**config.mk**
```make
export PLATFORM = sky130hd
export DESIGN_NAME = branch_predictor_bht_flat
export DESIGN_NICKNAME = d
export VERILOG_FILES = /design/src/rtl/branch_predictor_bht_pkg.sv /design/src/rtl/branch_predictor_bht_if.sv /design/src/rtl/branch_predictor_bht_sat_ctr.sv /design/src/rtl/branch_predictor_bht.sv /design/src/flat_wrapper.sv
export SDC_FILE = /design/constraint.sdc
export NUM_CORES = 2
export LEC_CHECK = 0
export CORE_MARGIN = 4
export CORE_UTILIZATION = 45
export CTS_CLUSTER_SIZE = 12
export DETAILED_ROUTE_END_ITERATION = 16
export SLEW_MARGIN = 20
export SYNTH_ARGS = -nofsm -noshare
export SYNTH_HDL_FRONTEND = slang
export SYNTH_SLANG_ARGS = --single-unit
```
**constraint.sdc**
```tcl
create_clock -name clk -period 9.6 [get_ports clk]
set_input_delay 0.96 -clock clk [delete_from_list [all_inputs] [get_ports clk]]
set_output_delay 0.96 -clock clk [all_outputs]
set_load 0.02 [all_outputs]
```
**src/rtl/branch_predictor_bht_pkg.sv**
```systemverilog
// branch_predictor_bht_pkg: shared widths, counter codes, FSM states and table entry type
package branch_predictor_bht_pkg;
  localparam int XLEN = 32;
  localparam int BHT_ENTRIES = 64;
  localparam int TAG_BITS = 8;
  localparam int IDX_BITS = $clog2(BHT_ENTRIES);
  localparam logic [1:0] CTR_SNT = 2'b00;
  localparam logic [1:0] CTR_WNT = 2'b01;
  localparam logic [1:0] CTR_WT = 2'b10;
  localparam logic [1:0] CTR_ST = 2'b11;
  typedef enum logic {BHT_INIT, BHT_RUN} bht_state_e;
  typedef struct packed {
    logic valid;
    logic [TAG_BITS-1:0] tag;
    logic [XLEN-1:0] target;
    logic [1:0] ctr;
  } bht_entry_t;
  function automatic logic [IDX_BITS-1:0] pc_idx(input logic [XLEN-1:0] pc);
    return pc[IDX_BITS+1:2];
  endfunction
  function automatic logic [TAG_BITS-1:0] pc_tag(input logic [XLEN-1:0] pc);
    return pc[IDX_BITS+TAG_BITS+1:IDX_BITS+2];
  endfunction
endpackage

```
**src/rtl/branch_predictor_bht_if.sv**
```systemverilog
// branch_predictor_bht_if: fetch lookup, EXU resolution and prediction signals; master drives fetch/EXU, slave is the predictor
interface branch_predictor_bht_if;
  import branch_predictor_bht_pkg::*;
  logic fetch_vld_in;
  logic [XLEN-1:0] fetch_pc_in;
  logic flush_in;
  logic exu_is_branch_in;
  logic exu_branch_taken_in;
  logic [XLEN-1:0] exu_branch_pc_in;
  logic [XLEN-1:0] exu_branch_target_in;
  logic pred_vld_out;
  logic pred_taken_out;
  logic [XLEN-1:0] pred_target_out;
  logic init_done_out;
  modport master (
    output fetch_vld_in, fetch_pc_in, flush_in,
    output exu_is_branch_in, exu_branch_taken_in, exu_branch_pc_in, exu_branch_target_in,
    input pred_vld_out, pred_taken_out, pred_target_out, init_done_out
  );
  modport slave (
    input fetch_vld_in, fetch_pc_in, flush_in,
    input exu_is_branch_in, exu_branch_taken_in, exu_branch_pc_in, exu_branch_target_in,
    output pred_vld_out, pred_taken_out, pred_target_out, init_done_out
  );
endinterface

```
**src/rtl/branch_predictor_bht_sat_ctr.sv**
```systemverilog
// bht_sat_ctr: 2-bit saturating counter next state; ctr_i/taken_i/alloc_i in, ctr_o out
module bht_sat_ctr
  import branch_predictor_bht_pkg::*;
(
  input  logic [1:0] ctr_i,
  input  logic       taken_i,
  input  logic       alloc_i,
  output logic [1:0] ctr_o
);
  always_comb begin
    ctr_o = alloc_i ? (taken_i ? CTR_WT : CTR_WNT) :
            taken_i ? (ctr_i == CTR_ST ? CTR_ST : ctr_i + 2'd1) :
                      (ctr_i == CTR_SNT ? CTR_SNT : ctr_i - 2'd1);
  end
endmodule

```
**src/rtl/branch_predictor_bht.sv**
```systemverilog
// branch_predictor_bht: tagged direct-mapped 2-bit BHT; clk/rst plus bus (slave) carrying lookup, training and prediction
module branch_predictor_bht
  import branch_predictor_bht_pkg::*;
(
  input logic clk,
  input logic rst,
  branch_predictor_bht_if.slave bus
);
  bht_state_e state_q, state_d;
  logic [IDX_BITS-1:0] ptr_q, ptr_d;
  bht_entry_t tbl_q [BHT_ENTRIES];
  bht_entry_t rd_e, up_e, wr_e;
  logic pred_vld_q, pred_taken_q;
  logic [XLEN-1:0] pred_target_q;
  logic lk, rd_hit, up_hit, wr_en;
  logic [IDX_BITS-1:0] wr_idx;
  logic [1:0] ctr_nxt;
  logic unused_pc;
  assign unused_pc = ^{bus.fetch_pc_in[XLEN-1:IDX_BITS+TAG_BITS+2], bus.fetch_pc_in[1:0],
                       bus.exu_branch_pc_in[XLEN-1:IDX_BITS+TAG_BITS+2], bus.exu_branch_pc_in[1:0]};
  always_comb begin
    state_d = (state_q == BHT_INIT && ptr_q == IDX_BITS'(BHT_ENTRIES - 1)) ? BHT_RUN : state_q;
    ptr_d = (state_q == BHT_INIT) ? ptr_q + 1'b1 : ptr_q;
  end
  // Lookups are forced to miss until the sweep finishes, since stale entries survive a reset.
  always_comb begin
    lk = bus.fetch_vld_in & ~bus.flush_in;
    rd_e = tbl_q[pc_idx(bus.fetch_pc_in)];
    rd_hit = state_q == BHT_RUN && rd_e.valid && rd_e.tag == pc_tag(bus.fetch_pc_in);
    up_e = tbl_q[pc_idx(bus.exu_branch_pc_in)];
    up_hit = up_e.valid && up_e.tag == pc_tag(bus.exu_branch_pc_in);
  end
  bht_sat_ctr u_ctr (
    .ctr_i(up_e.ctr),
    .taken_i(bus.exu_branch_taken_in),
    .alloc_i(~up_hit),
    .ctr_o(ctr_nxt)
  );
  // Single write port shared by the init sweep and training.
  always_comb begin
    wr_en = state_q == BHT_INIT || bus.exu_is_branch_in;
    wr_idx = (state_q == BHT_INIT) ? ptr_q : pc_idx(bus.exu_branch_pc_in);
    wr_e = (state_q == BHT_INIT) ? bht_entry_t'{valid: 1'b0, tag: '0, target: '0, ctr: CTR_WNT} :
           bht_entry_t'{valid: 1'b1, tag: pc_tag(bus.exu_branch_pc_in),
                        target: (bus.exu_branch_taken_in || !up_hit) ? bus.exu_branch_target_in : up_e.target,
                        ctr: ctr_nxt};
  end
  always_ff @(posedge clk) begin
    if (rst) begin
      state_q <= BHT_INIT;
      ptr_q <= '0;
      pred_vld_q <= 1'b0;
      pred_taken_q <= 1'b0;
      pred_target_q <= '0;
    end else begin
      state_q <= state_d;
      ptr_q <= ptr_d;
      pred_vld_q <= lk;
      pred_taken_q <= lk & rd_hit & rd_e.ctr[1];
      pred_target_q <= (lk && rd_hit) ? rd_e.target : '0;
    end
  end
  always_ff @(posedge clk) begin
    if (!rst && wr_en) tbl_q[wr_idx] <= wr_e;
  end
  assign bus.pred_vld_out = pred_vld_q;
  assign bus.pred_taken_out = pred_taken_q;
  assign bus.pred_target_out = pred_target_q;
  assign bus.init_done_out = state_q == BHT_RUN;
endmodule

```
**src/flat_wrapper.sv**
```systemverilog
// flat-port wrapper written by rule: the top's interface ports become plain ports
module branch_predictor_bht_flat import branch_predictor_bht_pkg::*;
  (clk, rst, bus_fetch_vld_in, bus_fetch_pc_in, bus_flush_in, bus_exu_is_branch_in, bus_exu_branch_taken_in, bus_exu_branch_pc_in, bus_exu_branch_target_in, bus_pred_vld_out, bus_pred_taken_out, bus_pred_target_out, bus_init_done_out);
  branch_predictor_bht_if bus_i ();
  input logic clk;
  input logic rst;
  input wire logic [$bits(bus_i.fetch_vld_in)-1:0] bus_fetch_vld_in;
  input wire logic [$bits(bus_i.fetch_pc_in)-1:0] bus_fetch_pc_in;
  input wire logic [$bits(bus_i.flush_in)-1:0] bus_flush_in;
  input wire logic [$bits(bus_i.exu_is_branch_in)-1:0] bus_exu_is_branch_in;
  input wire logic [$bits(bus_i.exu_branch_taken_in)-1:0] bus_exu_branch_taken_in;
  input wire logic [$bits(bus_i.exu_branch_pc_in)-1:0] bus_exu_branch_pc_in;
  input wire logic [$bits(bus_i.exu_branch_target_in)-1:0] bus_exu_branch_target_in;
  output wire logic [$bits(bus_i.pred_vld_out)-1:0] bus_pred_vld_out;
  output wire logic [$bits(bus_i.pred_taken_out)-1:0] bus_pred_taken_out;
  output wire logic [$bits(bus_i.pred_target_out)-1:0] bus_pred_target_out;
  output wire logic [$bits(bus_i.init_done_out)-1:0] bus_init_done_out;
  assign bus_i.fetch_vld_in = bus_fetch_vld_in;
  assign bus_i.fetch_pc_in = bus_fetch_pc_in;
  assign bus_i.flush_in = bus_flush_in;
  assign bus_i.exu_is_branch_in = bus_exu_is_branch_in;
  assign bus_i.exu_branch_taken_in = bus_exu_branch_taken_in;
  assign bus_i.exu_branch_pc_in = bus_exu_branch_pc_in;
  assign bus_i.exu_branch_target_in = bus_exu_branch_target_in;
  assign bus_pred_vld_out = bus_i.pred_vld_out;
  assign bus_pred_taken_out = bus_i.pred_taken_out;
  assign bus_pred_target_out = bus_i.pred_target_out;
  assign bus_init_done_out = bus_i.init_done_out;
  branch_predictor_bht u_core (.clk(clk), .rst(rst), .bus(bus_i));
endmodule
```
==> out/results.tsv <==
stage	metric	value	unit
worst_setup_path	endpoint	u_core.tbl_q[5][8]$_DFFE_PP_	
cells_and_area	syn2layout_area_growth	12.6	%
global_routing	grt-ovfl-total	0	
status	outcome	complete, no violations	
synthesis	yosys_warnings	0	
sta	finalHoldViolations	0	
detailed_routing	ant_nets	0	
power_and_ir_drop	ir_drop	0.146	mV
sta	period_share	70.5	%
place	place.gp.congestion	0.819	
worst_setup_path	rrSetupSlack	4020	ps
die	ios	137	
clock_network	cts_tree	built	
synthesis	dominantRegCellSynth	edfxtp_1	
worst_setup_path	crit_type	in -> reg	
clock_network	cts-resized-gates	0	
die	rows	195	
place	port_buffers	100	
clock_network	cts_setup_buffers	0	
cells_and_area	drive_gt1_share	41.0	%
sta	setup_tns	0	ps
detailed_routing	vias	69949	
die	die_y	541	um
synthesis	synth-edff-count	2752	
clock_network	clockBufferDepth	4	
die	core	283000	um2
power_and_ir_drop	power.leakage	44.9	nW
synthesis	synth_cells	5600	
global_routing	grt_max_degree	121	
cells_and_area	layout_common_cells	2,752 x edfxtp_1, 1,697 x mux4_2, 320 x clkbuf_16	
clock_network	htreeDepth	5	
cells_and_area	nets	5918	
flow_run	drv_cap	0	
place	post-place-ws	2100	ps
clock_network	cts_hold_buffers	0	
cells_and_area	final_cells	9795	
worst_hold_path	hold_path.class	reg -> reg	
sta	setup_viol_count_final	0	
global_routing	grt_pass1_wl	590	mm
detailed_routing	wl_per_cell	44.1	um
worst_setup_path	r2r_end	u_core.tbl_q[5][8]$_DFFE_PP_	
worst_setup_path	cp-start-kind	input port	
synthesis	yosys_register_bits	2793	
synthesis	synth_nets	5703	
die	die_w	541	um
worst_setup_path	reg2reg_from	u_core.tbl_q[39][36]$_DFFE_PP_	
worst_setup_path	cp_max_fo	72	
clock_network	root_buffer	clkbuf_16	
detailed_routing	viasPerCell	7.14	
clock_network	clk-insertion-delay-late	890	ps
synthesis	syn_area	128000	um2
detailed_routing	first_pass_iters	6	
global_routing	grt_usage	29.3	%
detailed_routing	drc	0	
sta	tightest_slew	1230	ps
global_routing	grt_antenna_before_repair	9	
sta	setup_slack	2830	ps
sta	fin_crit	6770	ps
synthesis	yosysUniqueCellTypes	61	
clock_network	cts_sinks	2793	
place	numPlacedInstances	9244	
synthesis	synthArstFlopShare	0	%
clock_network	cts_buffers	311	
cells_and_area	final_common_cell	edfxtp_1	
sta	drv_slew	0	
worst_setup_path	crit_start	bus_exu_branch_pc_in[3]	
detailed_routing	drt_iter0_drc	10732	
die	start_util	45.3	%
global_routing	grt_pass1_vias	70708	
sta	fmax	148	MHz
worst_setup_path	reg2reg_depth	11	
clock_network	path_clk_slew	60	ps
synthesis	syn_avg_cell_area	22.9	um2
worst_setup_path	end_kind	flip-flop	
sta	grt_setup_unrepaired	no	
detailed_routing	routed_wl	432	mm
sta	slew_headroom	17.7	%
synthesis	seq_area_frac_synth	65.2	%
die	die_area	293000	um2
power_and_ir_drop	powerDensity	184	nW/um2
place	dp_hpwl	235	mm
worst_setup_path	critPathArrivalTime	7420	ps
sta	finClkSkew	64.2	ps
worst_setup_path	cp.required	10250	ps
## per-stage QoR
| step | power (mW) | hold WS (ps) | utilization, % | cell area (um2) |
|---|---|---|---|---|
| floorplan | 14.8 | 529 | - | 128000 |
| global placement | 15.4 | 558 | 47.6 | 134000 |
| detailed placement | 15.4 | 574 | 47.6 | 135000 |
| CTS | 26.7 | 584 | 51.0 | 144000 |
| global route | 27.3 | 611 | 51.0 | 144000 |
| finish | 26.5 | 586 | 51.0 | 144000 |
## flip-flops by register name (all words and copies together), names as in the netlist
register	count
u_core.bus.init_done_out	1
u_core.bus.pred_taken_out	1
u_core.bus.pred_target_out	32
u_core.bus.pred_vld_out	1
u_core.ptr_q	6
u_core.tbl_q	2752
## worst min-delay path by stage
stage                                  from                      endpoint  slack, ps  cells after the start
2_1_floorplan  u_core.ptr_q[2]$_SDFFE_PP0N_  u_core.ptr_q[2]$_SDFFE_PP0N_        530                      2
3_3_place_gp   u_core.ptr_q[2]$_SDFFE_PP0N_  u_core.ptr_q[2]$_SDFFE_PP0N_        560                      2
3_5_place_dp   u_core.ptr_q[2]$_SDFFE_PP0N_  u_core.ptr_q[2]$_SDFFE_PP0N_        570                      2
4_1_cts        u_core.ptr_q[2]$_SDFFE_PP0N_  u_core.ptr_q[2]$_SDFFE_PP0N_        580                      2
5_1_grt        u_core.ptr_q[2]$_SDFFE_PP0N_  u_core.ptr_q[2]$_SDFFE_PP0N_        610                      2
6_report       u_core.ptr_q[2]$_SDFFE_PP0N_  u_core.ptr_q[2]$_SDFFE_PP0N_        590                      2
## metal layers
metal,vias to the layer above,share of wire [%],GRT usage (%)
met5,-,0.0062,0
met4,4,5.0,12.4
met3,919,9.7,5.77
met2,4410,48,46.7
met1,39027,37,39.9
li1,25589,-,-
## synth_stat cells, types with 7 or more instances
| master | n | area, um2 |
|---|---|---|
| buf_1 | 29 | 109 |
| dfxtp_1 | 41 | 821 |
| and2_1 | 12 | 75.1 |
| xnor2_1 | 8 | 70.1 |
| a211oi_1 | 18 | 135 |
| mux4_2 | 1697 | 38200 |
| nand2_1 | 83 | 312 |
| nor2_1 | 101 | 379 |
| buf_4 | 26 | 195 |
| edfxtp_1 | 2752 | 82600 |
| xor2_1 | 10 | 87.6 |
| nor2b_1 | 60 | 375 |
| nand4_1 | 10 | 62.6 |
| nand3_1 | 51 | 255 |
| clkbuf_1 | 163 | 612 |
| a21oi_1 | 44 | 220 |
| mux2i_1 | 83 | 831 |
| mux2_2 | 13 | 146 |
| a211oi_2 | 7 | 87.6 |
| buf_2 | 205 | 1030 |
| a22oi_1 | 28 | 210 |
| buf_6 | 18 | 203 |
| o21ai_0 | 45 | 225 |
| a31oi_1 | 15 | 93.8 |
## power breakdown
group	internal [mW]	switching [mW]	total [mW]
combinational	0.872	0.976	1.85
sequential	13.2	0.0165	13.2
clock	6.58	4.85	11.4
total	20.7	5.85	26.5
## critical path, cell delays in order
cell and delay (ps):
buf_8 540, buf_12 470, buf_4 680, mux4_2 590, nor2_1 150, o22ai_1 100, o31a_1 350, xnor2_1 320
and4_2 1060, buf_4 460, nand3_1 180, a21oi_4 820, buf_4 420
## cells by family after synthesis
family          count (synthesis)  share of synthesized area [%]
xor+xnor                       18                          0.123
mux                          1793                           30.6
buf+inv                       449                           1.70
flops                        2793                           65.2
fa+ha+maj                       1                        0.00977
compound gates                195                           1.01
simple gates                  351                           1.32
## area by class of cell
class                           instances  area [um2]
Fill cell                           21765      139000
Timing Repair Buffer                  343        3180
Clock buffer                          405        8400
Inverter                                8        42.5
Tap cell                             3743        4680
Multi-Input combinational cell       2358       43200
Sequential cell                      2793       83500
Antenna cell                           10        25.0
Clock inverter                        135        1110
(Power assumes the default switching activity.)
